$ cat src/rtl/jtframe_vtimer_pkg.sv
// Shared constants and arithmetic for the flexible video timer.
//   - DEF_*   : default geometry (384x264 total, 256x224 visible).
//   - mod_add : modular add of an unsigned counter value and a signed
//               4-bit offset. The result is assumed to be in [0,total)
//               provided a < total and |off| <= total.
package jtframe_vtimer_pkg;

  localparam int DEF_W        = 9;
  localparam int DEF_H_TOTAL  = 384;
  localparam int DEF_HB_START = 256;
  localparam int DEF_HB_END   = 0;
  localparam int DEF_HS_START = 296;
  localparam int DEF_HS_LEN   = 32;
  localparam int DEF_V_TOTAL  = 264;
  localparam int DEF_VB_START = 240;
  localparam int DEF_VB_END   = 16;
  localparam int DEF_VS_START = 252;
  localparam int DEF_VS_LEN   = 3;

  // Arithmetic width: the W+1-bit signed sum for any W up to AW-1.
  localparam int AW = 16;
  typedef logic [AW-1:0] arith_t;

  // Sign-extend the offset, add, then fold back into range with a single
  // add or subtract of the total.
  function automatic arith_t mod_add(input arith_t a,
                                     input logic [3:0] off,
                                     input arith_t total);
    logic signed [AW:0] s;
    logic signed [AW:0] tot;
    tot = $signed({1'b0, total});
    s   = $signed({1'b0, a}) + $signed({{(AW-3){off[3]}}, off});
    if (s[AW])         s = s + tot;
    else if (s >= tot) s = s - tot;
    return s[AW-1:0];
  endfunction

endpackage

$ cat src/rtl/jtframe_vtimer_win.sv
// Registered wrap-aware window comparator.
//   flag_o is (val_i lies in [start_i, start_i+len_i) mod TOTAL) ^ INV,
//   re-evaluated only on cycles where upd_i is high. len_i==0 yields an
//   empty window, i.e. a constant flag.
// Ports: clk, rst_n (async, active low, flag resets to 0), upd_i, val_i,
//        start_i, len_i, flag_o.
module jtframe_vtimer_win #(
  parameter int W     = 9,
  parameter int TOTAL = 384,
  parameter bit INV   = 1'b0
) (
  input  logic         clk,
  input  logic         rst_n,
  input  logic         upd_i,
  input  logic [W-1:0] val_i,
  input  logic [W-1:0] start_i,
  input  logic [W-1:0] len_i,
  output logic         flag_o
);

  logic [W:0] diff;
  logic       flag_d, flag_q;

  // Distance from start to value going forward around the ring.
  always_comb begin
    if (val_i >= start_i) diff = {1'b0, val_i} - {1'b0, start_i};
    else                  diff = {1'b0, val_i} + (W+1)'(TOTAL) - {1'b0, start_i};
    flag_d = (diff < {1'b0, len_i}) ^ INV;
  end

  always_ff @(posedge clk or negedge rst_n) begin
    if (!rst_n)     flag_q <= 1'b0;
    else if (upd_i) flag_q <= flag_d;
  end

  assign flag_o = flag_q;

endmodule

$ cat src/rtl/jtframe_vtimer_flex.sv
// Parametrised video timing generator with frame-synchronous sync trimming.
// Ports:
//   clk, rst_n (async, active low), pxl_cen (pixel enable)
//   hs_adj, vs_adj : signed -8..+7 sync offsets, latched at frame start
//   H, vdump, vrender (=vdump+1), vrender1 (=vdump+2) : counters
//   Hinit, Vinit : last pixel of line / of frame
//   LHBL, LVBL (active-low blanks), HS, VS (active-high syncs), frame
// Build option: VTIMER_SYNC_ADJ_EN enables the hs_adj/vs_adj latches; when
// undefined the adj inputs are ignored and sync sits at HS_START/VS_START.
module jtframe_vtimer_flex
  import jtframe_vtimer_pkg::*;
#(
  parameter int W        = DEF_W,
  parameter int H_TOTAL  = DEF_H_TOTAL,
  parameter int HB_START = DEF_HB_START,
  parameter int HB_END   = DEF_HB_END,
  parameter int HS_START = DEF_HS_START,
  parameter int HS_LEN   = DEF_HS_LEN,
  parameter int V_TOTAL  = DEF_V_TOTAL,
  parameter int VB_START = DEF_VB_START,
  parameter int VB_END   = DEF_VB_END,
  parameter int VS_START = DEF_VS_START,
  parameter int VS_LEN   = DEF_VS_LEN
) (
  input  logic         clk,
  input  logic         rst_n,
  input  logic         pxl_cen,
  input  logic [3:0]   hs_adj,
  input  logic [3:0]   vs_adj,
  output logic [W-1:0] H,
  output logic [W-1:0] vdump,
  output logic [W-1:0] vrender,
  output logic [W-1:0] vrender1,
  output logic         Hinit,
  output logic         Vinit,
  output logic         LHBL,
  output logic         LVBL,
  output logic         HS,
  output logic         VS,
  output logic         frame
);

  localparam int HB_LEN = (HB_END - HB_START + H_TOTAL) % H_TOTAL;
  localparam int VB_LEN = (VB_END - VB_START + V_TOTAL) % V_TOTAL;
  localparam logic [W-1:0] H_LAST = W'(H_TOTAL - 1);
  localparam logic [W-1:0] V_LAST = W'(V_TOTAL - 1);

  logic [W-1:0] h_q, h_d, vd_q, vd_d, vr_q, vr_d, vr1_q, vr1_d;
  logic         hinit_q, vinit_q, frame_q;
  logic [3:0]   hs_adj_l, vs_adj_l;
  logic [W-1:0] hs_e, vs_e;

`ifdef VTIMER_SYNC_ADJ_EN
  // Offsets only move at the frame boundary so a frame never sees two
  // different sync positions.
  always_ff @(posedge clk or negedge rst_n) begin
    if (!rst_n) begin
      hs_adj_l <= '0;
      vs_adj_l <= '0;
    end else if (pxl_cen && vinit_q) begin
      hs_adj_l <= hs_adj;
      vs_adj_l <= vs_adj;
    end
  end
`else
  logic unused_adj;
  assign unused_adj = ^{hs_adj, vs_adj};
  assign hs_adj_l   = '0;
  assign vs_adj_l   = '0;
`endif

  assign hs_e = W'(mod_add(arith_t'(HS_START), hs_adj_l, arith_t'(H_TOTAL)));
  assign vs_e = W'(mod_add(arith_t'(VS_START), vs_adj_l, arith_t'(V_TOTAL)));

  // Next-state counters; every flag below is derived from these so flags
  // line up with the counter value they describe.
  always_comb begin
    h_d  = (h_q == H_LAST) ? '0 : h_q + 1'b1;
    vd_d = vd_q;
    if (h_q == H_LAST) vd_d = (vd_q == V_LAST) ? '0 : vd_q + 1'b1;
    vr_d  = W'(mod_add(arith_t'(vd_d), 4'd1, arith_t'(V_TOTAL)));
    vr1_d = W'(mod_add(arith_t'(vd_d), 4'd2, arith_t'(V_TOTAL)));
  end

  always_ff @(posedge clk or negedge rst_n) begin
    if (!rst_n) begin
      h_q     <= '0;
      vd_q    <= '0;
      vr_q    <= W'(1);
      vr1_q   <= W'(2);
      hinit_q <= 1'b0;
      vinit_q <= 1'b0;
      frame_q <= 1'b0;
    end else if (pxl_cen) begin
      h_q     <= h_d;
      vd_q    <= vd_d;
      vr_q    <= vr_d;
      vr1_q   <= vr1_d;
      hinit_q <= (h_d == H_LAST);
      vinit_q <= (h_d == H_LAST) && (vd_d == V_LAST);
      if (vinit_q) frame_q <= ~frame_q;
    end
  end

  // Horizontal blank: only touched at its two edges.
  jtframe_vtimer_win #(.W(W), .TOTAL(H_TOTAL), .INV(1'b1)) u_hbl (
    .clk(clk), .rst_n(rst_n),
    .upd_i  (pxl_cen && (h_d == W'(HB_START) || h_d == W'(HB_END))),
    .val_i  (h_d), .start_i(W'(HB_START)), .len_i(W'(HB_LEN)),
    .flag_o (LHBL)
  );

  // Vertical blank looks at the line about to be drawn, sampled at HB start.
  jtframe_vtimer_win #(.W(W), .TOTAL(V_TOTAL), .INV(1'b1)) u_vbl (
    .clk(clk), .rst_n(rst_n),
    .upd_i  (pxl_cen && (h_d == W'(HB_START))),
    .val_i  (vr_d), .start_i(W'(VB_START)), .len_i(W'(VB_LEN)),
    .flag_o (LVBL)
  );

  // HS is evaluated every pixel so a new offset can never leave it stuck.
  jtframe_vtimer_win #(.W(W), .TOTAL(H_TOTAL), .INV(1'b0)) u_hs (
    .clk(clk), .rst_n(rst_n),
    .upd_i  (pxl_cen),
    .val_i  (h_d), .start_i(hs_e), .len_i(W'(HS_LEN)),
    .flag_o (HS)
  );

  // VS edges are aligned to the HS leading edge.
  jtframe_vtimer_win #(.W(W), .TOTAL(V_TOTAL), .INV(1'b0)) u_vs (
    .clk(clk), .rst_n(rst_n),
    .upd_i  (pxl_cen && (h_d == hs_e)),
    .val_i  (vd_d), .start_i(vs_e), .len_i(W'(VS_LEN)),
    .flag_o (VS)
  );

  assign H        = h_q;
  assign vdump    = vd_q;
  assign vrender  = vr_q;
  assign vrender1 = vr1_q;
  assign Hinit    = hinit_q;
  assign Vinit    = vinit_q;
  assign frame    = frame_q;

endmodule

$ cat config.mk
export PLATFORM = sky130hd
export DESIGN_NAME = jtframe_vtimer_flex
export DESIGN_NICKNAME = d
export VERILOG_FILES = /design/src/rtl/jtframe_vtimer_pkg.sv /design/src/rtl/jtframe_vtimer_win.sv /design/src/rtl/jtframe_vtimer_flex.sv
export SDC_FILE = /design/constraint.sdc
export NUM_CORES = 1
export LEC_CHECK = 0
export BUFFER_PORTS_ARGS = -buffer_cell sky130_fd_sc_hd__buf_2
export CORE_ASPECT_RATIO = 0.75
export CORE_MARGIN = 3
export CORE_UTILIZATION = 58
export CTS_CLUSTER_DIAMETER = 120
export DETAILED_ROUTE_END_ITERATION = 16
export PLACE_DENSITY_LB_ADDON = 0.08
export SLEW_MARGIN = 25
export SYNTH_ARGS = -nofsm -noshare
export SYNTH_HDL_FRONTEND = slang
export SYNTH_SLANG_ARGS = --single-unit
$ cat constraint.sdc
create_clock -name clk -period 6.4 [get_ports clk]
set_input_delay 1.92 -clock clk [delete_from_list [all_inputs] [get_ports clk]]
set_output_delay 1.92 -clock clk [all_outputs]
set_load 0.05 [all_outputs]
## After elaboration in Yosys (flattened, before gate mapping)

Index checks and enable logic that the tools add are counted.
W data, S select, Z words.

| storage, ports and cells | value |
|---|---|
| flip-flop bits (word level) | 43 |
| bits of input ports | 11 |
| output and inout bits | 43 |
| word-level logic and storage cells | 67 |

| operators by class | value |
|---|---|
| add/sub/neg operators | 19 |
| $lt $le $gt $ge | 10 |
| equality and inequality tests | 6 |
| multiplexer cells | 11 |
| bitwise operators | 3 |
| reductions and logical operators | 7 |

Operators with widths:

| operator | count |
|---|---|
| $mux W9 | 7 |
| $eq A9 B9 Y1 const B | 6 |
| $mux W10 | 4 |
| $add A9 B9 Y10 const B | 3 |
| $ge A10 B9 Y1 const B | 2 |
| $lt A10 B6 Y1 const B | 2 |
| $sub A10 B8 Y10 const B | 2 |
| $sub A10 B9 Y10 const B | 2 |
| $sub A9 B8 Y10 const B | 2 |
| $sub A9 B9 Y10 const B | 2 |
| $add A9 B1 Y9 const B | 2 |
| $add A9 B9 Y9 const B | 2 |
| $ge A9 B8 Y1 const B | 2 |
| $ge A9 B9 Y1 const B | 2 |
| $sub A9 B9 Y9 const B | 2 |
| $add A9 B1 Y10 const B | 1 |
| $add A9 B2 Y10 const B | 1 |
| $lt A10 B2 Y1 const B | 1 |
| $lt A10 B8 Y1 const B | 1 |
| $logic_not A9 Y1 | 1 |
| $logic_and A1 B1 Y1 | 4 |
| $not A1 Y1 | 3 |
| $reduce_and A2 Y1 | 1 |
| $logic_or A1 B1 Y1 | 1 |

## Logic depth before layout (Yosys ltp)

Gate-level depths: netlist (run 1).

| depth | value |
|---|---|
| word-level depth | 12 |
| mapped depth | 25 |
| mapped depth without buffers | 22 |

## Modules after synthesis

Synthesis (run 1) repeated with hierarchy kept, for this count alone.

| second synthesis, totals | value |
|---|---|
| cells, all modules | 997 |
| area total of the unflattened synthesis | 8026.4 sq um |

By module, submodules not included:

| module | times used | cells each | area each (sq um) | seq. area each (sq um) |
|---|---|---|---|---|
| jtframe_vtimer_flex | 1 | 348 | 2954.1 | 953.4 |
| jtframe_vtimer_win (u_vbl) | 1 | 169 | 1293.7 | 25.0 |
| jtframe_vtimer_win (u_vs) | 1 | 162 | 1267.5 | 25.0 |
| jtframe_vtimer_win (u_hbl) | 1 | 163 | 1257.5 | 25.0 |
| jtframe_vtimer_win (u_hs) | 1 | 155 | 1253.7 | 25.0 |

## Worst setup path before layout (run 1)

No wires, ideal clock.

| timing path | value |
|---|---|
| path type | flip-flop to flip-flop |
| start point | register h_q[1], in the netlist H[1] |
| end point | register u_vbl.flag_q, in the netlist u_vbl.flag_o |
| library setup time | 0.124 ns |
| arrival | 5.266 ns |
| required time | 6.276 ns |
| slack | 1.011 ns |
| cell stages (with the launch flop) | 23 |
| buffers on the path | 3 |
| period minus slack after synthesis | 5.389 ns |
| cells stage by stage | dfrtp_1 -> ha_1 -> buf_2 -> nand4b_4 -> nor2_1 -> nand2_1 -> xor2_1 -> inv_1 -> ha_1 -> and2_1 -> clkbuf_1 -> xnor3_1 -> nor4_1 -> a21oi_1 -> a21o_1 -> buf_6 -> and2_4 -> xnor2_1 -> ha_1 -> a211oi_1 -> a221oi_1 -> a211o_1 -> o31a_1 |

| on the way | value |
|---|---|
| word-level cells in the longest chain between the ends | 11 |
| elaborated cells between the ends (all ways) | 19 |
| classes of those cells | add/sub (7); order compare (3); eq/ne (2); mux (5); bitwise (1); reduce/logical (1) |

Ends and longest elaborated chain:

| what | line | source |
|---|---|---|
| from (decl) | jtframe_vtimer_flex.sv:48 | `logic [W-1:0] h_q, h_d, vd_q, vd_d, vr_q, vr_d, vr1_q, vr1_d;` |
| from (signal assigned) | jtframe_vtimer_flex.sv:87 | `h_q <= '0;` |
| from (signal assigned) | jtframe_vtimer_flex.sv:95 | `h_q <= h_d;` |
| $eq A9 B9 Y1 * | jtframe_vtimer_flex.sv:80 | `if (h_q == H_LAST) vd_d = (vd_q == V_LAST) ? '0 : vd_q + 1'b1;` |
| $mux W9 * | jtframe_vtimer_flex.sv:80 |  |
| net u_vs.val_i[2] | jtframe_vtimer_win.sv:15 | `input logic [W-1:0] val_i,` |
| $add A9 B1 Y10 * | jtframe_vtimer_pkg.sv:32 | `s = $signed({1'b0, a}) + $signed({{(AW-3){off[3]}}, off});` |
| $sub A9 B9 Y9 or $ge A10 B9 Y1 (tied branches) | jtframe_vtimer_pkg.sv:34 | `else if (s >= tot) s = s - tot;` |
| $mux W9 | jtframe_vtimer_pkg.sv:34 |  |
| $mux W9 * | jtframe_vtimer_pkg.sv:33 | `if (s[AW]) s = s + tot;` |
| $add A9 B9 Y10 | jtframe_vtimer_win.sv:27 | `else diff = {1'b0, val_i} + (W+1)'(TOTAL) - {1'b0, start_i};` |
| $sub A10 B8 Y10 | jtframe_vtimer_win.sv:27 |  |
| $mux W10 * | jtframe_vtimer_win.sv:26 | `if (val_i >= start_i) diff = {1'b0, val_i} - {1'b0, start_i};` |
| $lt A10 B6 Y1 * | jtframe_vtimer_win.sv:28 | `flag_d = (diff < {1'b0, len_i}) ^ INV;` |
| $not A1 Y1 (no line) * | -- |  |
| to (signal assigned) | jtframe_vtimer_win.sv:33 | `else if (upd_i) flag_q <= flag_d;` |
| to (decl) | jtframe_vtimer_win.sv:22 | `logic flag_d, flag_q;` |

The timed path passes the listed nets; every way through them passes the cells marked *.
A chain may end at the register's enable or synchronous reset.

## Worst setup path after layout (run 1)

| timing path | value |
|---|---|
| start point | register vd_q[0], in the netlist vdump[0] |
| end point | register u_vbl.flag_q, in the netlist u_vbl.flag_o |

| on the way | value |
|---|---|
| word-level cells in the longest chain between the ends | 12 |
| elaborated cells between the ends (all ways) | 17 |
| classes of those cells | add/sub (7); order compare (3); eq/ne (1); mux (5); bitwise (1) |

Ends and longest elaborated chain:

| what | line | source |
|---|---|---|
| from (decl) | jtframe_vtimer_flex.sv:48 |  |
| from (signal assigned) | jtframe_vtimer_flex.sv:96 | `vd_q <= vd_d;` |
| $add A9 B1 Y9 or $eq A9 B9 Y1 (tied branches) | jtframe_vtimer_flex.sv:80 |  |
| $mux W9 * (2 in a row) | jtframe_vtimer_flex.sv:80 |  |
| net u_vs.val_i[3] | jtframe_vtimer_win.sv:15 |  |
| $add A9 B1 Y10 * | jtframe_vtimer_pkg.sv:32 |  |
| $sub A9 B9 Y9 or $ge A10 B9 Y1 (tied branches) | jtframe_vtimer_pkg.sv:34 |  |
| $mux W9 | jtframe_vtimer_pkg.sv:34 |  |
| $mux W9 * | jtframe_vtimer_pkg.sv:33 |  |
| $add A9 B9 Y10 | jtframe_vtimer_win.sv:27 |  |
| $sub A10 B8 Y10 | jtframe_vtimer_win.sv:27 |  |
| $mux W10 * | jtframe_vtimer_win.sv:26 |  |
| $lt A10 B6 Y1 * | jtframe_vtimer_win.sv:28 |  |
| $not A1 Y1 (no line) * | -- |  |

Marks and branches as above.

==> metrics, run 1 <==
status=finished, final reports clean; Synth Net Count=445; largest net degree at the start of global routing=63; Cells after Synth=412; clock input transition at the sequential cells of the worst setup and hold paths=0.08 ns; Gates resized, CTS repair=0; setup tns final=0 ns; cell-by-cell listing of the critical path=ha_1 -> nand4b_1 -> o211ai_2 -> o31a_1 -> inv_4 -> ha_1 -> and2_1 -> o311ai_1 -> nand2_1 -> a221o_1 -> a21oi_1 -> a21o_1 -> and2_4 -> xnor2_1 -> ha_1 -> a211oi_1 -> a221oi_1 -> a211o_1 -> o31a_1; number of antenna violations at the first check in global routing=0; number of search-and-repair iterations in the first detailed-routing pass=5; count of antenna diodes in the layout=0; ranking of synthesized cells by area=dfrtp_1 (28%), xnor2_1 (7.8%), ha_1 (7.7%); Total Nets Final=477; setup repair after global routing missed its margin=no; uppermost routed layer=met4; Setup CP Type=flop to flop; area occupied by multi-input gates=2313 µm²; fraction of synthesized cell area taken by the top area cell type=27.94%; Pwr Total=1.239 mW; number of distinct library cell variants in the gate-level netlist after synthesis=77; number of pins with negative max-slew slack in the final report=0; required time at the endpoint of the critical path=6.59 ns; Fin. Hold Viols=0; startpoint kind of the worst setup timing path=flop; slowest stage delay, CP=0.54 ns; pwr/cell area=318.6 nW/µm²; level count of the clock H-tree=2; Max clock buf depth=2; Core Area=5886 µm²; drt drc=0; Initial Utilization=60.86%; pin slew with the least headroom to its limit=0.9229 ns; number of endpoints failing setup at the final stage=0; count of buffers from port buffering=45; FILL cells=522; clock skew after layout=0.005669 ns; die outline area=7165 µm²; dpl cell area=3801 µm²; violation count after the first detailed-routing iteration=313; peak ir drop on the vdd network=195.3 µV; critical path arrival=5.86 ns; most frequent CP cell=ha_1; total area of sequential cells=1054 µm²; Met3 Routed Length=752 µm; Synth Register Bits=42; period utilization=88.69%; final estimated routing congestion in global placement=0.9198; GRT Overall Usage=25.47%; number of nets with antenna violations after routing=0; cell area after layout=3890 µm²; async set-reset flop share out of synthesis=100.0%; worst hold slack after final layout=0.4723 ns; clock sink count=42; cell with the most instances after synthesis=nor2_1; relative slew slack=38.03%; Avg Vias per Cell=6.291; via count of the first global-routing pass=3,000; share of final-layout standard cells stronger than drive strength 1=20.00%; detailed-route wire length=9.019 mm; type of the most critical hold path=flop to flop; largest driver fanout on the critical path=10; Crit-path slowest cell=dfrtp_1; number of enable-type register cells in the synthesized netlist=0; sum of buffers and inverters on the critical path=1; CTS tree=built; ys flop type=dfrtp_1; CTS root buf=clkbuf_8; Post-Syn Area=3582 µm²; area growth from synthesis to final layout=8.592%; Avg Cell Area, Syn=8.695 µm²; die boundary height=74.06 µm; number of vias in the routed layout=3,290; Post CTS Setup Buffer Count=0; met1 layer wirelength in the final routing=4.364 mm; post-synth top area cell=dfrtp_1; Largest delay share family, worst path=compound AO/OA/AOI/OAI gates; number of hold buffers added after CTS=0; wire per inst=17.24 µm; global-route wire length before repair=15.04 mm; most common library cells after synthesis=nor2_1 (41), dfrtp_1 (40), xnor2_1 (32); count of warnings emitted by yosys=0; die outline width=96.75 µm; max capacitance violation total=0; floorplan row count=24; Congestion Overflow GR=0; post-detail-place hpwl=6.574 mm; CTS Buf Count=5; clock period minus final worst setup slack=5.676 ns; latest clock arrival within the worst-skew pair=0.30 ns; Top Ports=54; critical path endpoint category=flop; fmax=176.2 MHz; Leakage Power=1.600 nW; Detail Route met2 WL=3.802 mm; sequential element share of the synthesized area=29.41%
[report_power, final]
part	internal [mW]	switching, mW	total, mW
clock	0.0771	0.0955	0.173
sequential	0.321	0.0919	0.413
combinational	0.202	0.451	0.653
total	0.601	0.638	1.24
[layer usage]
metal,track usage (%),up-vias
met2,36.54,160
li1,-,1568
met5,0,-
met3,5.904,10
met4,6.542,0
met1,38.63,1552
[state kept, by name, summed over array words and instances, names as in the netlist]
signal,count
u_hbl.flag_o,1
u_vbl.flag_o,1
u_hs.flag_o,1
Hinit,1
u_vs.flag_o,1
vrender1,8
frame,1
Vinit,1
vrender,9
H,9
vdump,9
[path summary, 6_finish.rpt]
| kind | startpoint | endpoint | slack (ns) | cells past startpoint |
|---|---|---|---|---|
| max | vdump[0] | u_vbl.flag_o | 0.72 | 19 |
| min | frame | frame | 0.47 | 1 |
| max reg2reg | vdump[0] | u_vbl.flag_o | 0.72 | 19 |
| min reg2reg | frame | frame | 0.47 | 1 |
| max in group asynchronous | rst_n | vrender1[1] | 4.42 | 1 |
| min in group asynchronous | rst_n | vdump[4] | 1.60 | 1 |
[cells by family after synthesis]
logic type | Yosys count | synth area share, %
AOI/OAI and AO/OA | 100 | 19.25
xor gates and xnor gates | 40 | 10.37
adders and majority gates | 23 | 7.964
buffers and inverters | 45 | 6.008
DFF | 42 | 29.41
muxes | 17 | 5.135
and+or+nand+nor | 145 | 21.87
[area by class of cell]
class / count / area share (%)
multi-input combinational: 325 / 59.47
sequential: 42 / 27.08
tap: 78 / 2.509
inverter: 21 / 2.091
clock inverter: 2 / 0.3538
clock buffer: 6 / 1.866
timing repair buffer: 49 / 6.626
[stage by stage]
stage	setup slack, ns	cells	util (%)
after floorplan	1.011	412	-
after global placement	0.9586	515	64.58
after CTS	0.7973	523	66.05
after global routing	0.3392	523	66.09
after detailed placement	0.8075	515	64.58
final	0.7235	523	66.09
[worst reg2reg max path: stages (launching register included)]
cell and delay (ns):
dfrtp_1 0.54, ha_1 0.36, nand4b_1 0.22, o211ai_2 0.36, o31a_1 0.40, inv_4 0.12
ha_1 0.30, and2_1 0.25, o311ai_1 0.15, nand2_1 0.20, a221o_1 0.36, a21oi_1 0.32
a21o_1 0.30, and2_4 0.21, xnor2_1 0.22, ha_1 0.35, a211oi_1 0.23, a221oi_1 0.08
a211o_1 0.31, o31a_1 0.29
[cells in the final DEF (no fill, tap or decap), types with 3 or more instances in the layout]
master	n
o31a_1	3
o41ai_1	3
o21ai_0	14
nand2_1	30
mux2_2	11
nand4_1	11
and3_1	4
nor3_1	8
clkbuf_8	5
a211oi_1	5
dfrtp_1	40
nand2b_1	3
o31ai_1	5
ha_1	22
o211ai_1	4
o21a_1	3
buf_4	5
nand3_1	15
inv_1	20
nor2_1	41
and2_1	3
xor2_1	6
nor4_1	6
a21oi_1	28
buf_2	44
a31oi_1	6
xnor2_1	32
mux2i_1	6
Note: power is estimated with default switching activity, not from simulation.
==> run 2, diff against run 1 <==
--- a/config.mk
+++ b/config.mk
@@ -5,6 +5,7 @@
 export SDC_FILE = /design/constraint.sdc
 export NUM_CORES = 1
 export LEC_CHECK = 0
+export ABC_AREA = 1
 export BUFFER_PORTS_ARGS = -buffer_cell sky130_fd_sc_hd__buf_2
 export CORE_ASPECT_RATIO = 0.75
 export CORE_MARGIN = 3
==> metrics, run 2 <==
count of warnings emitted by yosys=0 (unchanged); die outline area=6816 µm² (was 7165 µm²); clock period minus final worst setup slack=4.642 ns (was 5.676 ns); latest clock arrival within the worst-skew pair=0.31 ns (was 0.30 ns); setup tns final=0 ns (unchanged); ys flop type=dfrtp_1 (unchanged); clock sink count=42 (unchanged); number of distinct library cell variants in the gate-level netlist after synthesis=40 (was 77); peak ir drop on the vdd network=236.0 µV (was 195.3 µV); post-synth top area cell=dfrtp_1 (unchanged); CTS Buf Count=5 (unchanged); Avg Vias per Cell=5.434 (was 6.291); clock input transition at the sequential cells of the worst setup and hold paths=0.09 ns (was 0.08 ns); Synth Register Bits=42 (unchanged); startpoint kind of the worst setup timing path=flop (unchanged); Core Area=5497 µm² (was 5886 µm²); pin slew with the least headroom to its limit=0.9768 ns (was 0.9229 ns); Crit-path slowest cell=xor2_1 (was dfrtp_1); area growth from synthesis to final layout=11.94% (was 8.592%); required time at the endpoint of the critical path=6.64 ns (was 6.59 ns); Synth Net Count=510 (was 445); period utilization=72.54% (was 88.69%); cell area after layout=3800 µm² (was 3890 µm²); critical path arrival=4.88 ns (was 5.86 ns); Post-Syn Area=3395 µm² (was 3582 µm²); fmax=215.4 MHz (was 176.2 MHz); via count of the first global-routing pass=2,984 (was 3,000); status=finished, final reports clean (unchanged); setup slack of the most critical reg-to-reg path=1.76 ns (was 0.72 ns); die boundary height=72.26 µm (was 74.06 µm); Total Nets Final=552 (was 477); Congestion Overflow GR=0 (unchanged); post-detail-place hpwl=6.121 mm (was 6.574 mm); drt drc=0 (unchanged); dpl cell area=3660 µm² (was 3801 µm²); Top Ports=54 (unchanged); most frequent standard cell in the layout excluding fill and tap cells=nand2_1 (was buf_2); Hold Path Cell Cnt=2 (was 1); critical path endpoint category=flop (unchanged); setup repair after global routing missed its margin=no (unchanged); final estimated routing congestion in global placement=0.9492 (was 0.9198); CTS root buf=clkbuf_8 (unchanged); number of hold buffers added after CTS=0 (unchanged); sequential element share of the synthesized area=31.04% (was 29.41%); most used cells in the layout excluding fill and tap cells=nand2_1 (141), inv_1 (57), buf_2 (44) (was buf_2 (44), nor2_1 (41), dfrtp_1 (40)); Min-Delay Endpoint=vrender1[4] (was frame); max capacitance violation total=0 (unchanged); die outline width=94.34 µm (was 96.75 µm); CTS tree=built (unchanged); detailed-route wire length=8.237 mm (was 9.019 mm); ranking of synthesized cells by area=dfrtp_1 (29%), nand2_1 (16%), ha_1 (8.1%) (was dfrtp_1 (28%), xnor2_1 (7.8%), ha_1 (7.7%)); most common library cells after synthesis=nand2_1 (141), inv_1 (57), dfrtp_1 (40) (was nor2_1 (41), dfrtp_1 (40), xnor2_1 (32)); floorplan row count=23 (was 24); Avg Cell Area, Syn=7.116 µm² (was 8.695 µm²); pwr/cell area=349.0 nW/µm² (was 318.6 nW/µm²); number of search-and-repair iterations in the first detailed-routing pass=5 (unchanged); Max clock buf depth=2 (unchanged); cell count of the worst reg-to-reg path=23 (was 19); count of buffers from port buffering=45 (unchanged); violation count after the first detailed-routing iteration=175 (was 313); Initial Utilization=61.76% (was 60.86%); fraction of synthesized cell area taken by the top area cell type=29.49% (was 27.94%); cell-by-cell listing of the critical path=ha_1 -> nand2_1 -> nor2_4 -> nand3_2 -> nor2_1 -> xor2_1 -> inv_1 -> ha_1 -> inv_1 -> nor2_4 -> xor2_1 -> inv_1 -> ha_1 -> xnor2_1 -> nand2_2 -> nand2_2 -> inv_2 -> ha_1 -> inv_1 -> nand2_1 -> a21oi_1 -> nor2_1 -> a21oi_1 (was ha_1 -> nand4b_1 -> o211ai_2 -> o31a_1 -> inv_4 -> ha_1 -> and2_1 -> o311ai_1 -> nand2_1 -> a221o_1 -> a21oi_1 -> a21o_1 -> and2_4 -> xnor2_1 -> ha_1 -> a211oi_1 -> a221oi_1 -> a211o_1 -> o31a_1); slowest stage delay, CP=0.54 ns (about the same); largest net degree at the start of global routing=43 (was 63); largest driver fanout on the critical path=11 (was 10); number of nets with antenna violations after routing=0 (unchanged); GRT Overall Usage=25.48% (was 25.47%); clock skew after layout=0.01233 ns (was 0.005669 ns); share of final-layout standard cells stronger than drive strength 1=19.23% (was 20.00%); Gates resized, CTS repair=0 (unchanged); Fin. Hold Viols=0 (unchanged); number of endpoints failing setup at the final stage=0 (unchanged); capture instance of the worst register-to-register path=u_vbl.flag_o (unchanged); relative slew slack=34.81% (was 38.03%); FF-to-FF Start=H[1] (was vdump[0]); level count of the clock H-tree=2 (unchanged); number of enable-type register cells in the synthesized netlist=0 (unchanged); async set-reset flop share out of synthesis=100.0% (unchanged); Post CTS Setup Buffer Count=0 (unchanged); number of pins with negative max-slew slack in the final report=0 (unchanged); wire per inst=13.84 µm (was 17.24 µm); Leakage Power=2.045 nW (was 1.600 nW); count of antenna diodes in the layout=0 (unchanged); FILL cells=497 (was 522); Cells after Synth=477 (was 412); type of the most critical hold path=flop to flop (unchanged); global-route wire length before repair=13.80 mm (was 15.04 mm); cell with the most instances after synthesis=nand2_1 (was nor2_1); hold wc startpoint=vrender1[4] (was frame); number of vias in the routed layout=3,233 (was 3,290); Setup CP Type=flop to flop (unchanged); number of antenna violations at the first check in global routing=0 (unchanged)
[run 2: cell count changes after synthesis, moves of 11 or more]
cell	previous run	this run
nand2_1	30	141
inv_1	20	57
xnor2_1	32	6
o21ai_0	14	39
a21oi_1	28	12
nand2_2	0	15
nor2_1	41	28
mux2_2	11	0
[run 2: worst max-delay path: cells and delay by family (launching register included)]
family / cells / cell delay [ns]
adder cells (fa/ha/maj): 4 / 1.07
buffers and inverters: 5 / 0.60
AND/OR/NAND/NOR: 9 / 1.18
AO/OA/AOI/OAI: 2 / 0.24
XOR/XNOR: 3 / 1.04
flip-flops: 1 / 0.45
[run 2: kinds of logic after synthesis]
group / synth area share, %
XOR/XNOR: 4.644
AO/OA/AOI/OAI: 10.69
adder cells (fa/ha/maj): 8.109
buffers and inverters: 8.551
AND/OR/NAND/NOR: 36.97
flip-flops: 31.04
[run 2: routing by layer]
layer / up-vias / GRT usage, % / part of all wire, %
met5: - / 0 / 0
met2: 84 / 40.57 / 45
met4: 0 / 5.769 / 0.75
met3: 6 / 3.627 / 4.9
li1: 1615 / - / -
met1: 1528 / 37.07 / 49
[run 2: per-stage QoR]
stage	instances	util (%)	hold WS (ns)	power, mW	setup WS, ns
6_report	595	69.13	0.4799	1.326	1.758
3_3_place_gp	587	66.58	0.4548	1.047	1.886
5_1_grt	595	69.13	0.5081	1.410	1.465
2_1_floorplan	477	-	0.6002	0.9111	2.242
3_5_place_dp	587	66.58	0.4541	1.060	1.857
4_1_cts	595	69.09	0.4833	1.324	1.832
[run 2: worst max-delay path by stage]
stage | from | end | slack, ns | cells past startpoint
6_report | H[1] | u_vbl.flag_o | 1.76 | 23
5_1_grt | H[1] | u_vbl.flag_o | 1.47 | 23
4_1_cts | H[0] | u_vbl.flag_o | 1.83 | 23
3_5_place_dp | H[1] | u_vbl.flag_o | 1.86 | 23
3_3_place_gp | H[1] | u_vbl.flag_o | 1.89 | 23
2_1_floorplan | H[1] | u_vbl.flag_o | 2.24 | 24
[run 2: power by group]
part / total, mW / internal [mW] / switching (mW)
clock network: 0.264 / 0.157 / 0.107
registers: 0.381 / 0.324 / 0.0562
logic: 0.682 / 0.176 / 0.506
[run 2: layout make-up]
class	instances	area [µm²]	area share [%]
inverter	61	229.0	6.026
timing repair buffer	46	235.2	6.190
clock inverter	3	68.82	1.811
clock buffer	5	68.82	1.811
multi-input combinational	363	2051	53.97
tap	75	93.84	2.470
sequential	42	1054	27.72
==> run 3, diff against run 2 <==
--- a/config.mk
+++ b/config.mk
@@ -5,7 +5,7 @@
 export SDC_FILE = /design/constraint.sdc
 export NUM_CORES = 1
 export LEC_CHECK = 0
-export ABC_AREA = 1
+export ABC_AREA = 0
 export BUFFER_PORTS_ARGS = -buffer_cell sky130_fd_sc_hd__buf_2
 export CORE_ASPECT_RATIO = 0.75
 export CORE_MARGIN = 3
==> constraint.sdc (replaced) <==
create_clock -name clk -period 4.5 [get_ports clk]
set_input_delay 1.35 -clock clk [delete_from_list [all_inputs] [get_ports clk]]
set_output_delay 1.35 -clock clk [all_outputs]
set_load 0.05 [all_outputs]
==> metrics, run 3 (synthesis results as in run 1) <==
status=finished, final reports clean (unchanged); relative slew slack=57.59% (was 34.81%); global-route wire length before repair=16.37 mm (was 13.80 mm); count of antenna diodes in the layout=0 (unchanged); most frequent standard cell in the layout excluding fill and tap cells=buf_4 (was nand2_1); max capacitance violation total=0 (unchanged); clock period minus final worst setup slack=4.468 ns (was 4.642 ns); level count of the clock H-tree=2 (unchanged); Top Ports=54 (unchanged); via count of the first global-routing pass=3,172 (was 2,984); number of hold buffers added after CTS=0 (unchanged); die outline area=7165 µm² (was 6816 µm²); setup slack of the most critical reg-to-reg path=0.03 ns (was 1.76 ns); Core Area=5886 µm² (was 5497 µm²); GRT Overall Usage=28.43% (was 25.48%); Critical Path Sink=u_vbl.flag_o (unchanged); startpoint kind of the worst setup timing path=flop (unchanged); Initial Utilization=60.86% (was 61.76%); period utilization=99.28% (was 72.54%); critical path endpoint category=flop (unchanged); Fin. Hold Viols=0 (unchanged); number of pins with negative max-slew slack in the final report=0 (unchanged); violation count after the first detailed-routing iteration=222 (was 175); uppermost routed layer=met4 (unchanged); FF-to-FF Start=vdump[7] (was H[1]); CTS root buf=clkbuf_8 (unchanged); die boundary height=74.06 µm (was 72.26 µm); largest driver fanout on the critical path=7 (was 11); wire per inst=17.87 µm (was 13.84 µm); most used cells in the layout excluding fill and tap cells=buf_4 (45), buf_2 (44), nor2_1 (40) (was nand2_1 (141), inv_1 (57), buf_2 (44)); total area of sequential cells=1070 µm² (was 1054 µm²); FILL cells=460 (was 497); count of buffers from port buffering=45 (unchanged); met1 layer wirelength in the final routing=4.749 mm (was 4.037 mm); final estimated routing congestion in global placement=0.9697 (was 0.9492); number of antenna violations at the first check in global routing=0 (unchanged); capture instance of the worst register-to-register path=u_vbl.flag_o (unchanged); share of final-layout standard cells stronger than drive strength 1=33.95% (was 19.23%); clock input transition at the sequential cells of the worst setup and hold paths=0.09 ns (about the same); CTS tree=built (unchanged); cell count of the worst reg-to-reg path=20 (was 23); post-detail-place hpwl=7.574 mm (was 6.121 mm); drt drc=0 (unchanged); die outline width=96.75 µm (was 94.34 µm); number of search-and-repair iterations in the first detailed-routing pass=5 (unchanged); largest net degree at the start of global routing=62 (was 43); critical path arrival=4.70 ns (was 4.88 ns); setup tns final=0 ns (unchanged); clock sink count=42 (unchanged); number of vias in the routed layout=3,436 (was 3,233); pwr/cell area=434.5 nW/µm² (was 349.0 nW/µm²); Max clock buf depth=2 (unchanged); latest clock arrival within the worst-skew pair=0.30 ns (was 0.31 ns); timing startpoint of the critical path=vdump[7] (was H[1]); floorplan row count=24 (was 23); Detail Route met2 WL=4.264 mm (was 3.731 mm); share of the core filled with cells in the final layout=74.74% (was 69.13%); Met3 Routed Length=959 µm (was 406 µm); Setup CP Type=flop to flop (unchanged); Total Nets Final=518 (was 552); number of endpoints failing setup at the final stage=0 (unchanged); peak ir drop on the vdd network=325.9 µV (was 236.0 µV); detailed-route wire length=10.08 mm (was 8.237 mm); number of nets with antenna violations after routing=0 (unchanged); setup repair after global routing missed its margin=yes (was no); CTS Buf Count=5 (unchanged); fmax=223.8 MHz (was 215.4 MHz); Avg Vias per Cell=6.092 (was 5.434); area growth from synthesis to final layout=22.81% (was 11.94%); type of the most critical hold path=flop to flop (unchanged); Congestion Overflow GR=0 (unchanged); Leakage Power=1.798 nW (was 2.045 nW); required time at the endpoint of the critical path=4.73 ns (was 6.64 ns); pin slew with the least headroom to its limit=0.6323 ns (was 0.9768 ns); area occupied by multi-input gates=2489 µm² (was 2051 µm²); clock skew after layout=0.009331 ns (was 0.01233 ns)
[run 3: changes by cell type in the layout (fill, tap and decap cells not counted), sizes merged, moves of 11 or more]
cell,previous run,this run
a21oi,12,28
buf,46,90
inv,61,22
mux2,0,11
nand2,163,31
o21ai,42,16
xnor2,6,33
[run 3: per-stage QoR]
step	worst slack (ns)	area, µm²	hold slack, ns	cells	total power [mW]
5_1_grt	-0.1291	4399	0.5246	564	2.023
2_1_floorplan	-0.01362	3787	0.7127	412	1.355
4_1_cts	0.0004401	4337	0.4953	558	1.886
3_3_place_gp	0.1498	4249	0.4555	550	1.600
6_report	0.03248	4399	0.4880	564	1.912
3_5_place_dp	0.05859	4249	0.4732	550	1.627
[run 3: critical path, cell delays in order (launching register included)]
cell and delay [ns]:
dfrtp_2 0.41, or4_4 0.58, o211ai_4 0.26, o31a_1 0.30, inv_8 0.05, ha_4 0.18
and3b_1 0.18, nand4_1 0.16, nand2_2 0.11, a221o_1 0.32, a21oi_2 0.20, a21o_1 0.22
a31o_4 0.20, nand2_1 0.08, ha_1 0.27, inv_1 0.06, o41ai_1 0.06, a31oi_1 0.23
o32ai_1 0.13, a41oi_1 0.21, o31a_1 0.18
[run 3: area by class of cell]
class                           instances  share of cell area, %
Timing Repair Buffer                   90                  12.94
Multi-Input combinational cell        325                  56.57
Inverter                               21                  1.962
Clock inverter                          3                 0.4266
Sequential cell                        42                  24.32
Clock buffer                            5                  1.564
Tap cell                               78                  2.218
[run 3: where the power goes]
part / internal, mW / switching [mW] / leakage (nW)
clock network: 0.110 / 0.147 / 0.0483
registers: 0.464 / 0.0947 / 0.476
logic: 0.371 / 0.725 / 1.27
total: 0.945 / 0.967 / 1.80
[run 3: what timing repair did]
action                     4_1_cts  5_1_grt
buffers inserted                 0        6
gates resized for setup          0        5
setup endpoints to repair        0        1
[run 3: worst min path at each step]
stage / cells after the start / to / slack (ns) / from
after global placement: 1 / frame / 0.46 / frame
after global routing: 1 / frame / 0.52 / frame
after detailed placement: 2 / u_hbl.flag_o / 0.47 / u_hbl.flag_o
after floorplan: 2 / H[1] / 0.71 / H[1]
final: 2 / u_hbl.flag_o / 0.49 / u_hbl.flag_o
after CTS: 2 / u_hbl.flag_o / 0.50 / u_hbl.flag_o
[run 3: per-layer routing]
metal  up-vias  track usage (%)
met5         -                0
li1       1637                -
met4         0            4.984
met1      1626            42.27
met3         8            7.216
met2       165            42.51
